`src/rtl/oaat_hash_pkg.sv`:
```
// Shared types, constants and index helpers for the one-at-a-time hash pipeline.
package oaat_hash_pkg;

   typedef logic [31:0] hash_t;

   localparam int KEY_BYTES_MAX = 16;

   // Per-byte mix shifts
   localparam int SH_M1 = 9;
   localparam int SH_M2 = 4;

   // Finalise shifts
   localparam int SH_F1 = 5;
   localparam int SH_F2 = 9;
   localparam int SH_F3 = 13;

   // Stage k of a kb-byte pipe still carries kb-1-k unconsumed bytes. All stages share
   // one flat byte vector, stage 0 first. This returns where stage k's bytes start.
   function automatic int tri_off(input int kb, input int k);
      return k * (kb - 1) - (k * (k - 1)) / 2;
   endfunction

   // Total number of unconsumed-key bytes held across all mix stages.
   function automatic int tri_bytes(input int kb);
      return (kb * (kb - 1)) / 2;
   endfunction

endpackage

```
`src/rtl/oaat_mix_round.sv`:
```
// One combinational mix round: add a key byte, then shift-add and shift-xor.
module oaat_mix_round
   import oaat_hash_pkg::*;
(
   input  hash_t      prev_i,
   input  logic [7:0] byte_i,
   output hash_t      hash_o
);

   hash_t h_add;
   hash_t h_sh;

   assign h_add  = prev_i + {24'd0, byte_i};
   assign h_sh   = h_add + (h_add << SH_M1);
   assign hash_o = h_sh ^ (h_sh >> SH_M2);

endmodule

```
`src/rtl/oaat_hash_pipe.sv`:
```
// Fully pipelined one-at-a-time hash: one mix stage per key byte, then a finalise
// stage. The whole pipe moves as one, so back-pressure from out_ready stalls every stage.
module oaat_hash_pipe
   import oaat_hash_pkg::*;
#(
   parameter int KEY_BYTES = 6,
   parameter int IDX_W     = 10,
   parameter int TAG_W     = 8
)
(
   input  logic                   clk,
   input  logic                   reset,
   input  logic                   in_valid,
   output logic                   in_ready,
   input  logic [8*KEY_BYTES-1:0] in_key,
   input  logic [31:0]            in_seed,
   input  logic [TAG_W-1:0]       in_tag,
   output logic                   out_valid,
   input  logic                   out_ready,
   output logic [31:0]            out_hash,
   output logic [IDX_W-1:0]       out_idx,
   output logic [TAG_W-1:0]       out_tag,
   output logic                   busy
);

   localparam int NSTG = KEY_BYTES + 1;
   localparam int FIN  = KEY_BYTES;

   logic                   advance;
   logic [NSTG-1:0]        valid_q, valid_d;
   hash_t                  hash_q [NSTG];
   hash_t                  hash_d [NSTG];
   logic [TAG_W-1:0]       tag_q  [NSTG];
   logic [TAG_W-1:0]       tag_d  [NSTG];
   logic [KEY_BYTES-1:0][7:0] mix_byte;
   hash_t                  mix_hash [KEY_BYTES];
   hash_t                  fin_a, fin_b, fin_c;

   assign out_valid = valid_q[FIN];
   assign advance   = !out_valid || out_ready;
   assign in_ready  = advance;
   assign out_hash  = hash_q[FIN];
   assign out_idx   = hash_q[FIN][IDX_W-1:0];
   assign out_tag   = tag_q[FIN];
   assign busy      = |valid_q;

   // Mix round k consumes key byte k; stage 0 starts from the seed.
   for (genvar k = 0; k < KEY_BYTES; k++) begin : g_mix
      hash_t prev;
      if (k == 0) begin : g_first
         assign prev = in_seed;
      end else begin : g_next
         assign prev = hash_q[k-1];
      end
      oaat_mix_round u_round (
         .prev_i (prev),
         .byte_i (mix_byte[k]),
         .hash_o (mix_hash[k])
      );
   end

   // Unconsumed key bytes ride along in a triangular store. Local byte b of every
   // stage is key byte KEY_BYTES-1-b, so each stage copies the low bytes of the one
   // before and drops that stage's top byte, which is the byte it has just mixed.
   if (KEY_BYTES > 1) begin : g_key
      localparam int TRI = tri_bytes(KEY_BYTES);

      logic [TRI-1:0][7:0]       key_q, key_d;
      logic [KEY_BYTES-1:1][7:0] later_byte;

      // Shift the remaining key bytes one stage down on advance.
      always_comb begin
         key_d = key_q;
         if (advance) begin
            for (int b = 0; b < KEY_BYTES - 1; b++) begin
               key_d[b] = in_key[8*b +: 8];
            end
            for (int k = 1; k < KEY_BYTES - 1; k++) begin
               for (int b = 0; b < KEY_BYTES - 1 - k; b++) begin
                  key_d[tri_off(KEY_BYTES, k) + b] = key_q[tri_off(KEY_BYTES, k - 1) + b];
               end
            end
         end
      end

      // Byte k for mix round k is the top byte still held by stage k-1.
      always_comb begin
         later_byte = '0;
         for (int k = 1; k < KEY_BYTES; k++) begin
            later_byte[k] = key_q[tri_off(KEY_BYTES, k - 1) + KEY_BYTES - 1 - k];
         end
      end

      // Key byte store register.
      always_ff @(posedge clk) begin
         if (reset) begin
            key_q <= '0;
         end else begin
            key_q <= key_d;
         end
      end

      assign mix_byte = {later_byte, in_key[8*KEY_BYTES-1 -: 8]};
   end else begin : g_nokey
      assign mix_byte = in_key;
   end

   // Finalise avalanche applied to the last mix result.
   always_comb begin
      fin_a = hash_q[FIN-1] + (hash_q[FIN-1] << SH_F1);
      fin_b = fin_a ^ (fin_a >> SH_F2);
      fin_c = fin_b + (fin_b << SH_F3);
   end

   // Next state of every stage: shift the pipe on advance, otherwise hold bubbles and all.
   always_comb begin
      valid_d = valid_q;
      for (int k = 0; k < NSTG; k++) begin
         hash_d[k] = hash_q[k];
         tag_d[k]  = tag_q[k];
      end
      if (advance) begin
         valid_d[0] = in_valid;
         hash_d[0]  = mix_hash[0];
         tag_d[0]   = in_tag;
         for (int k = 1; k < KEY_BYTES; k++) begin
            valid_d[k] = valid_q[k-1];
            hash_d[k]  = mix_hash[k];
            tag_d[k]   = tag_q[k-1];
         end
         valid_d[FIN] = valid_q[FIN-1];
         hash_d[FIN]  = fin_c;
         tag_d[FIN]   = tag_q[FIN-1];
      end
   end

   // Stage registers; reset drops every in-flight key.
   always_ff @(posedge clk) begin
      if (reset) begin
         valid_q <= '0;
         for (int k = 0; k < NSTG; k++) begin
            hash_q[k] <= '0;
            tag_q[k]  <= '0;
         end
      end else begin
         valid_q <= valid_d;
         for (int k = 0; k < NSTG; k++) begin
            hash_q[k] <= hash_d[k];
            tag_q[k]  <= tag_d[k];
         end
      end
   end

endmodule
```
`config.mk`:
```
export PLATFORM = sky130hd
export DESIGN_NAME = oaat_hash_pipe
export DESIGN_NICKNAME = d
export VERILOG_FILES = /design/src/rtl/oaat_hash_pkg.sv /design/src/rtl/oaat_mix_round.sv /design/src/rtl/oaat_hash_pipe.sv
export SDC_FILE = /design/constraint.sdc
export NUM_CORES = 1
export LEC_CHECK = 0
export ABC_AREA = 0
export CORE_AREA = 2 2 331 333
export CTS_CLUSTER_SIZE = 30
export DETAILED_ROUTE_END_ITERATION = 7
export DIE_AREA = 0 0 333 335
export SLEW_MARGIN = 20
export SYNTH_ARGS = -nofsm -noshare
export SYNTH_HDL_FRONTEND = slang
export SYNTH_SLANG_ARGS = --single-unit
export TNS_END_PERCENT = 1
```
`constraint.sdc`:
```
create_clock -name clk -period 4.35 [get_ports clk]
set_input_delay 0.6525 -clock clk [delete_from_list [all_inputs] [get_ports clk]]
set_output_delay 0.6525 -clock clk [all_outputs]
set_load 0.005 [all_outputs]
```
## Word level (Yosys, flattened, before mapping)

Memory sizes are Yosys's and may differ from the RTL's.
Cells that the tools add are included.

| operators by class | value |
|---|---|
| $add $sub $neg | 14 |
| multiplexer cells | 19 |
| bitwise gates (word level) | 21 |
| reduce and logical (&&, ||, !) cells | 3 |

Operator list:

| kind | number |
|---|---|
| $add 32x32->32 | 8 |
| $mux 224 | 1 |
| $mux 32 | 7 |
| $add 32x8->32 | 6 |
| $xor 32x28->32 | 6 |
| $mux 56 | 1 |
| $mux 8 | 7 |
| $xor 32x23->32 | 1 |
| $or 1x1->1 | 14 |
| $reduce_or 7->1 | 1 |
| $mux 1 | 3 |
| $logic_not 1->1 | 1 |
| $logic_or 1x1->1 | 1 |

| storage, ports and cells | value |
|---|---|
| register bits | 127 |
| memory bits (writable) | 280 |
| input port bits | 92 |
| output and inout bits | 53 |
| logic and storage cells | 75 |
| memories | 2 |

Memories:

| name | words | width | rd ports | clocked after Yosys merged registers in | write ports | RTL line | text |
|---|---|---|---|---|---|---|---|
| hash_q | 7 | 32 | 7 | 0 | 7 | oaat_hash_pipe.sv:31 | `hash_t hash_q [NSTG];` |
| tag_q | 7 | 8 | 7 | 0 | 7 | oaat_hash_pipe.sv:33 | `logic [TAG_W-1:0] tag_q [NSTG];` |

## Depth between registers and ports, before layout

Gate-level depths: netlist (run 1).

| logic depth | value |
|---|---|
| word-level depth | 5 |
| mapped depth | 22 |

## Cells and area by module

From an unflattened synthesis (run 1), not the netlist that was laid out.

| unflattened totals | value |
|---|---|
| cells, all modules | 3,969 |
| area total of the unflattened synthesis | 31,041.0 sq um |

By module, submodules not included:

| module | instances | cells an instance | area each (sq um) |
|---|---|---|---|
| oaat_hash_pipe | 1 | 2,137 | 16,614.7 |
| oaat_mix_round at g_mix[1].u_round ... | 4 | 297 | 2,371.0 |
| oaat_mix_round at g_mix[5].u_round | 1 | 316 | 2,524.9 |
| oaat_mix_round at g_mix[0].u_round | 1 | 328 | 2,417.3 |

## Worst setup path before layout (run 1)

Ideal clock, no wire load.

| path | value |
|---|---|
| path type | input to register |
| start | input in_key[40] |
| end | memory hash_q[0][21] (netlist name) |
| library setup time | 86 ps |
| arrival time | 4,579 ps |
| data required time | 4,264 ps |
| slack | -315 ps |
| stages | 17 |
| path through | ha_1 > fa_1 > a21oi_1 > o211ai_1 > o41ai_4 > nor2_1 > xor2_1 > ha_1 > or4_1 > o21ai_1 > a211oi_1 > a41oi_1 > o21ai_1 > a21o_1 > a21oi_1 > xor3_1 > a211oi_1 |

RTL lines:

| element | RTL line | text |
|---|---|---|
| start, declared | oaat_hash_pipe.sv:15 | `input logic [8*KEY_BYTES-1:0] in_key,` |
| end, declared | oaat_hash_pipe.sv:31 |  |

==> impl_results.md, run 1 <==
- IO buf count: roughly 140
- Post-synth ARST share: 0%
- Clock network fraction of total power: 12.2%
- Clk_skew: around 0.023 ns
- Routed Antenna Nets: 0
- Most used DFF post-synth: dfxtp_1
- DRT iter0 DRCs: 1436
- Top Metal Used: met4
- Via density per instance: 4.747
- Register area share after synthesis: approximately 28%
- PnR worst setup slack: -0.2367 ns
- Syn Nets: just over 4000
- Critical Path Start Type: flip-flop
- Pre-Repair DR Iteration Count: 5
- Die W: around 330 µm
- Area Growth Syn to Fin: 35.88%
- Placed Area: ~36000 µm²
- Final number of setup-violating endpoints: 13
- Mapped Area: just under 30000 µm²
- Grt ovf: 0
- NetSw: about 14 mW
- RSZ-0062 raised after global routing: yes
- DR DRC count: 0
- CP max-delay cell: dfxtp_4
- DP Wirelength: 62.55 mm
- Worst IR Drop VDD: between 0.8 and 0.9 mV
- Crit path DAT: between 5 and 6 ns
- Number of global-route vias before repair: 26570
- Initial antenna violation count: 1
- Final instance area: between 30000 and 40000 µm²
- Metal-1 WL: 39.02 mm
- Fin util: 36.43%
- TNS Setup: -0.9680 ns
- Buf+Inv Stages, Crit Path: 0
- Clock latency on the worst-skew pair: 0.60 ns
- Ports: 145
- Routed WL: 81.68 mm
- Met2 wire len: between 30 and 40 mm
- Global Route Usage Sum: between 10% and 20%
- Post-Syn Area per Cell: 7.795 µm²
- CTS sink count: around 410
- Root Driver: clkbuf_16
- Clock transition at path regs: 0.06 ns
- First-pass GRT wire length: 133.2 mm
- Number of synthesized flops with an enable pin: 0
- Reg power frac: 16.6%
- Max FO, Critical Path: 3
- Drt wl/cell: 14.03 µm
- Syn Inst Count: approximately 3700
- Setup CP Type: reg -> reg
- Layout cell share with drive strength beyond 1: around 22%
- Syn. warnings: 0
- Slew Limit Fails: 0
- Fraction of the cycle the final worst path needs: 105.4%
- Outcome: complete, but fails checks
- Hold Path Class: reg -> reg
- Total Die Area: between 100000 and 150000 µm²
- Overall power: 33.67 mW
- Final Wtd Congestion: 0.8806
- Initial cell density of the core: 26.81%
- Failing checks: negative setup slack
- Power per Cell Area: between 800 and 900 nW/µm²
- Slowest stage delay, CP: roughly 0.36 ns
- Row count: 121
- Internal power: 19.73 mW
- Core Box Area: 108100 µm²
- Worst EP required: 4.89 ns
- Met3 WL post-DR: roughly 2.5 mm
- Delay-heaviest family, CP: compound AO/OA/AOI/OAI gates
- Final hold viol count: 0
- Pleak: between 15 and 20 nW
- TritonCTS clock tree: built
- Combinational share of power: 71.2%
- WP depth: 20
- Hold-critical path depth: 2
- Largest net degree at the start of global routing: 191
- R2r worst-path depth: 20
- Worst slew pin tran: ~1.1 ns
- Cells along the critical path: ha_4 > a211oi_2 > o21bai_2 > a211oi_2 > o21ai_2 > nand2_2 > nor2_1 > nor4bb_1 > xnor2_1 > xor2_1 > ha_1 > nor2b_4 > o31a_1 > o31a_1 > o21ai_2 > a21oi_2 > o21a_1 > o21ai_1 > or3b_1 > a21oi_1
- Max Cap Viol: 0
- Largest buffer count on any clock path: 3
- Yosys cell types: slightly below 90
- Die height: around 340 µm
- Flops & latches, synth: a little over 400
- CP Capture Type: flip-flop
- Net Sw Frac: about two fifths
- Slew headroom: 29.81%
- Total CTS buffers: 47
- Nets: around 4700
- Ant diodes: 0
- Crit path time final: about 4.6 ns
- # H-tree levels: 2
- Fmax: roughly 220 MHz
- Via count: about 28000
## sequential cells by signal (all words and copies together), names as in the netlist
register     cells
valid_q          7
hash_q         224
g_key.key_q    120
tag_q           56
## Yosys cell counts (77+ instances only)
master | count | area, µm²
a211oi_1 | 166 | 1246
a21oi_1 | 386 | 1932
clkbuf_1 | 152 | 570.6
dfxtp_1 | 407 | 8148
ha_1 | 224 | 2803
inv_1 | 83 | 311.6
nand2_1 | 617 | 2316
nand3_1 | 88 | 440.4
nor2_1 | 327 | 1227
nor3_1 | 77 | 385.4
o21ai_0 | 88 | 440.4
xnor2_1 | 363 | 3179
xor2_1 | 127 | 1112
## cell families after synthesis
logic type	synth area share, %
compound gates	20.30
mux	0.2418
buf+inv	3.415
flops	28.12
fa+ha+maj	10.64
xor+xnor	15.71
simple gates	21.57
## worst reg2reg max path, stage by stage, from the launching register on
cell and delay (ns):
dfxtp_4 0.36, ha_4 0.24, a211oi_2 0.24, o21bai_2 0.13, a211oi_2 0.32, o21ai_2 0.14, nand2_2 0.10, nor2_1 0.05
nor4bb_1 0.32, xnor2_1 0.27, xor2_1 0.32, ha_1 0.31, nor2b_4 0.14, o31a_1 0.27, o31a_1 0.31, o21ai_2 0.19
a21oi_2 0.08, o21a_1 0.18, o21ai_1 0.10, or3b_1 0.34, a21oi_1 0.12
## power by group through the flow
stage / Sequential [mW] / Combinational (mW) / Clock (mW)
final: 5.60 / 24.0 / 4.11
after global routing: 5.74 / 26.3 / 4.39
after CTS: 5.59 / 22.9 / 4.22
after detailed placement: 5.64 / 21.8 / 0
after global placement: 5.62 / 21.6 / 0
after floorplan: 5.42 / 14.1 / 0
## stage by stage
stage,cells,setup WS (ns),hold WS [ns]
final,5820,-0.2367,0.4339
after global routing,5820,-0.4162,0.4476
after floorplan,3718,-0.08355,0.4321
after global placement,5698,-0.7216,0.4379
after CTS,5805,-0.2037,0.4289
after detailed placement,5698,-0.8187,0.4432
## path summary, 6_finish.rpt
| check | slack, ns | endpoint | from |
|---|---|---|---|
| setup / recovery | -0.24 | hash_q[6][25]$_SDFFE_PP0P_ | hash_q[5][6]$_SDFFE_PP0P_ |
| hold / removal | 0.43 | g_key.key_q[43]$_SDFFE_PP0P_ | g_key.key_q[3]$_SDFFE_PP0P_ |
| setup reg to reg | -0.24 | hash_q[6][25]$_SDFFE_PP0P_ | hash_q[5][6]$_SDFFE_PP0P_ |
| hold reg to reg | 0.43 | g_key.key_q[43]$_SDFFE_PP0P_ | g_key.key_q[3]$_SDFFE_PP0P_ |
## final cells by class
cell class	instances	area, µm²
Clock buffer	66	1369
Clock inverter	18	247.7
Fill cell	11280	68720
Inverter	84	322.8
Multi-Input combinational cell	3058	21230
Sequential cell	407	8164
Tap cell	1414	1769
Timing Repair Buffer	773	6277
## what timing repair did
action                     4_1_cts  5_1_grt
gates resized for setup        123      143
pin swaps                       74       97
hold buffers                     0        0
setup endpoints to repair       81      112
buffers inserted                23       15
## cell usage in the layout (no fill, tap or decap), types with 69 or more instances in the layout
master	instances
buf_4	619
nand2_1	614
dfxtp_1	400
a21oi_1	349
xnor2_1	327
nor2_1	322
ha_1	207
a211oi_1	147
clkdlybuf4s50_1	139
xor2_1	112
nand3_1	85
inv_1	83
o21ai_0	74
nor3_1	69
## layer usage
layer / track usage, % / vias to the layer above
li1: - / 14390
met1: 18.84 / 12780
met2: 24.40 / 360
met3: 1.613 / 102
met4: 3.254 / 0
met5: 0 / -
Power figures use the tool's default switching activity.
==> run 2, diff against run 1 <==
RECOVER_POWER = 50   (was not set)
==> run 2 against run 1 <==
The run still ends with negative setup slack left. Worst setup slack about the same. Core utilization unchanged. Register-to-register slack hardly changed. Maximum frequency stayed put. Clock power barely moved. Die area unchanged. Combinational power barely moved. Critical path depth unchanged. Routed wire length barely moved. Final cell count did not move. Clock skew is 0.00052 ns higher. Via count about the same. Largest power group unchanged.
==> impl_results.md, run 2 (synthesis results as in run 1) <==
- Worst IR Drop VDD: 0.8598 mV (about the same)
- Fillers: 11280 (unchanged)
- Die W: 333 µm (unchanged)
- Slew Limit Fails: 0 (unchanged)
- Max Cap Viol: 0 (unchanged)
- Final instance area: 39380 µm² (unchanged)
- CP Capture Type: flip-flop
- Number of global-route vias before repair: 26570 (unchanged)
- Placed insts: 5698 (unchanged)
- Reg2Reg Capture Point: hash_q[6][25]$_SDFFE_PP0P_
- WP depth: 20 (unchanged)
- Max FO, Critical Path: 3 (unchanged)
- Total CTS buffers: 47 (unchanged)
- Clock latency on the worst-skew pair: 0.60 ns (about the same)
- Routed Antenna Nets: 0 (unchanged)
- Nets: 4701 (unchanged)
- Cells along the critical path: ha_4 > a211oi_2 > o21bai_2 > a211oi_2 > o21ai_2 > nand2_2 > nor2_1 > nor4bb_1 > xnor2_1 > xor2_1 > ha_1 > nor2b_4 > o31a_1 > o31a_1 > o21ai_2 > a21oi_2 > o21a_1 > o21ai_1 > or3b_1 > a21oi_1
- Final number of setup-violating endpoints: 14 (+1)
- Power per Cell Area: 853.6 nW/µm² (-0.16%)
- Die height: 335 µm (unchanged)
- Largest buffer count on any clock path: 3 (unchanged)
- Ant diodes: 0 (unchanged)
- Hold buffers post-CTS: 0 (unchanged)
- DP Wirelength: 62.55 mm (unchanged)
- Placed Area: 36170 µm² (unchanged)
- Final non-filler cell total: 5820 (unchanged)
- Fraction of the cycle the final worst path needs: 105.4% (about the same)
- Most common cell after layout, fill and taps aside: buf_4
- Pleak: 17.14 nW (+0.69%)
- FF/Latch Area: 8164 µm² (unchanged)
- Global Route Usage Sum: 14.16% (unchanged)
- Beginning of the worst hold path: g_key.key_q[3]$_SDFFE_PP0P_
- RSZ-0062 raised after global routing: yes
- Reg-to-reg slack, setup: -0.24 ns (about the same)
- Routed WL: 81.66 mm (about the same)
- Slowest stage delay, CP: 0.36 ns (about the same)
- Multi-input logic area: 21230 µm² (unchanged)
- Outcome: complete, but fails checks
- Initial cell density of the core: 26.81% (unchanged)
- Buf+Inv Stages, Crit Path: 0 (unchanged)
- Grt ovf: 0 (unchanged)
- Slew headroom: 29.73% (-0.079 points)
- Layout cell share with drive strength beyond 1: 22.15% (unchanged)
- Root Driver: clkbuf_16
- TritonCTS clock tree: built
- First-pass GRT wire length: 133.2 mm (unchanged)
- Number of flip-flops under the largest register name: 224 (unchanged)
- CTS sink count: 407 (unchanged)
- Initial antenna violation count: 1 (unchanged)
- Ports: 145 (unchanged)
- Drt wl/cell: 14.03 µm (about the same)
- DRT iter0 DRCs: 1436 (unchanged)
- CP max-delay cell: dfxtp_4
- Critical Path Start Type: flip-flop
- Via density per instance: 4.749 (about the same)
- Final hold viol count: 0 (unchanged)
- Largest Register: hash_q
- Crit path launch: hash_q[5][6]$_SDFFE_PP0P_
- Total Die Area: 111600 µm² (unchanged)
- Core Box Area: 108100 µm² (unchanged)
- Via count: 27640 (+0.043%)
- Biggest registers after layout: hash_q: 224 flops, g_key.key_q: 120 flops, tag_q: 56 flops
- R2r worst-path depth: 20 (unchanged)
- Crit path DAT: 5.12 ns (about the same)
- Worst slew pin tran: 1.054 ns (+0.001190 ns)
- Setup CP Type: reg -> reg
- Fmax: 218.0 MHz (unchanged)
- Failing checks: negative setup slack
- Final Wtd Congestion: 0.8806 (unchanged)
- DR DRC count: 0 (unchanged)
- Largest net degree at the start of global routing: 191 (unchanged)
- # H-tree levels: 2 (unchanged)
- Crit path time final: 4.587 ns (+0.00001200 ns)
- IO buf count: 144 (unchanged)
- Row count: 121 (unchanged)
- Worst EP required: 4.89 ns (about the same)
- CP Capture Point: hash_q[6][25]$_SDFFE_PP0P_
- Area Growth Syn to Fin: 35.88% (unchanged)
- Clock transition at path regs: 0.06 ns (about the same)
- Most frequent cells in the layout: buf_4, nand2_1, dfxtp_1
- TNS Setup: -0.9866 ns (-0.01861 ns)
- Critical R2R Launch: hash_q[5][6]$_SDFFE_PP0P_
- Hold Path Class: reg -> reg
- Clk_skew: 0.02361 ns (+0.0005232 ns)
- Pre-Repair DR Iteration Count: 5 (unchanged)
- Delay-heaviest family, CP: compound AO/OA/AOI/OAI gates
- PnR worst setup slack: -0.2367 ns (-0.00001200 ns)
-- run 2: worst min-delay path: cells and delay by family (launching register included) --
| family | cells | cell delay, ns |
|---|---|---|
| AND/OR/NAND/NOR | 1 | 0.05 |
| AO/OA/AOI/OAI | 1 | 0.05 |
| flip-flops | 1 | 0.31 |
-- run 2: stage by stage --
stage               setup slack, ns  power (mW)  util, %  hold WS [ns]
detailed placement          -0.8187       27.40    33.46        0.4432
CTS                         -0.2037       32.74    35.64        0.4289
global route                -0.4162       36.39    36.43        0.4476
finish                      -0.2367       33.61    36.43        0.4369
floorplan                  -0.08355       19.56        -        0.4321
global placement            -0.7216       27.21    33.46        0.4379
-- run 2: how the worst min path moves through the flow --
| stage | end | slack, ns | cells after the start |
|---|---|---|---|
| 2_1_floorplan | g_key.key_q[0]$_SDFFE_PP0P_ | 0.43 | 2 |
| 3_3_place_gp | tag_q[2][6]$_SDFFE_PP0P_ | 0.44 | 2 |
| 3_5_place_dp | tag_q[2][4]$_SDFFE_PP0P_ | 0.44 | 2 |
| 4_1_cts | valid_q[6]$_SDFFE_PP0P_ | 0.43 | 2 |
| 5_1_grt | valid_q[6]$_SDFFE_PP0P_ | 0.45 | 2 |
| 6_report | g_key.key_q[43]$_SDFFE_PP0P_ | 0.44 | 2 |
-- run 2: power breakdown --
group / internal [mW] / total (mW) / switching (mW)
clock network: 2.45 / 4.11 / 1.66
registers: 4.76 / 5.59 / 0.835
logic: 12.5 / 23.9 / 11.4
total: 19.7 / 33.6 / 13.9
-- run 2: cell type report --
class | instances | share of cell area (%)
clock buffer | 66 | 3.476
clock inverter | 18 | 0.6291
sequential | 407 | 20.73
multi-input combinational | 3058 | 53.91
timing repair buffer | 773 | 15.94
inverter | 84 | 0.8198
tap | 1414 | 4.493
-- run 2: routing by layer --
metal	GRT usage (%)	routed length, µm	vias up	part of all wire (%)
met3	1.613	2496	102	3.1
met2	24.40	38590	355	47
met5	0	0	-	0
met1	18.84	39060	12790	48
met4	3.254	1517	0	1.9
li1	-	-	14390	-
-- run 2: repair_timing --
| action | 4_1_cts | 5_1_grt |
|---|---|---|
| setup endpoints to repair | 81 | 112 |
| setup buffers | 23 | 15 |
| gates resized for setup | 123 | 143 |
| pin swaps | 74 | 97 |
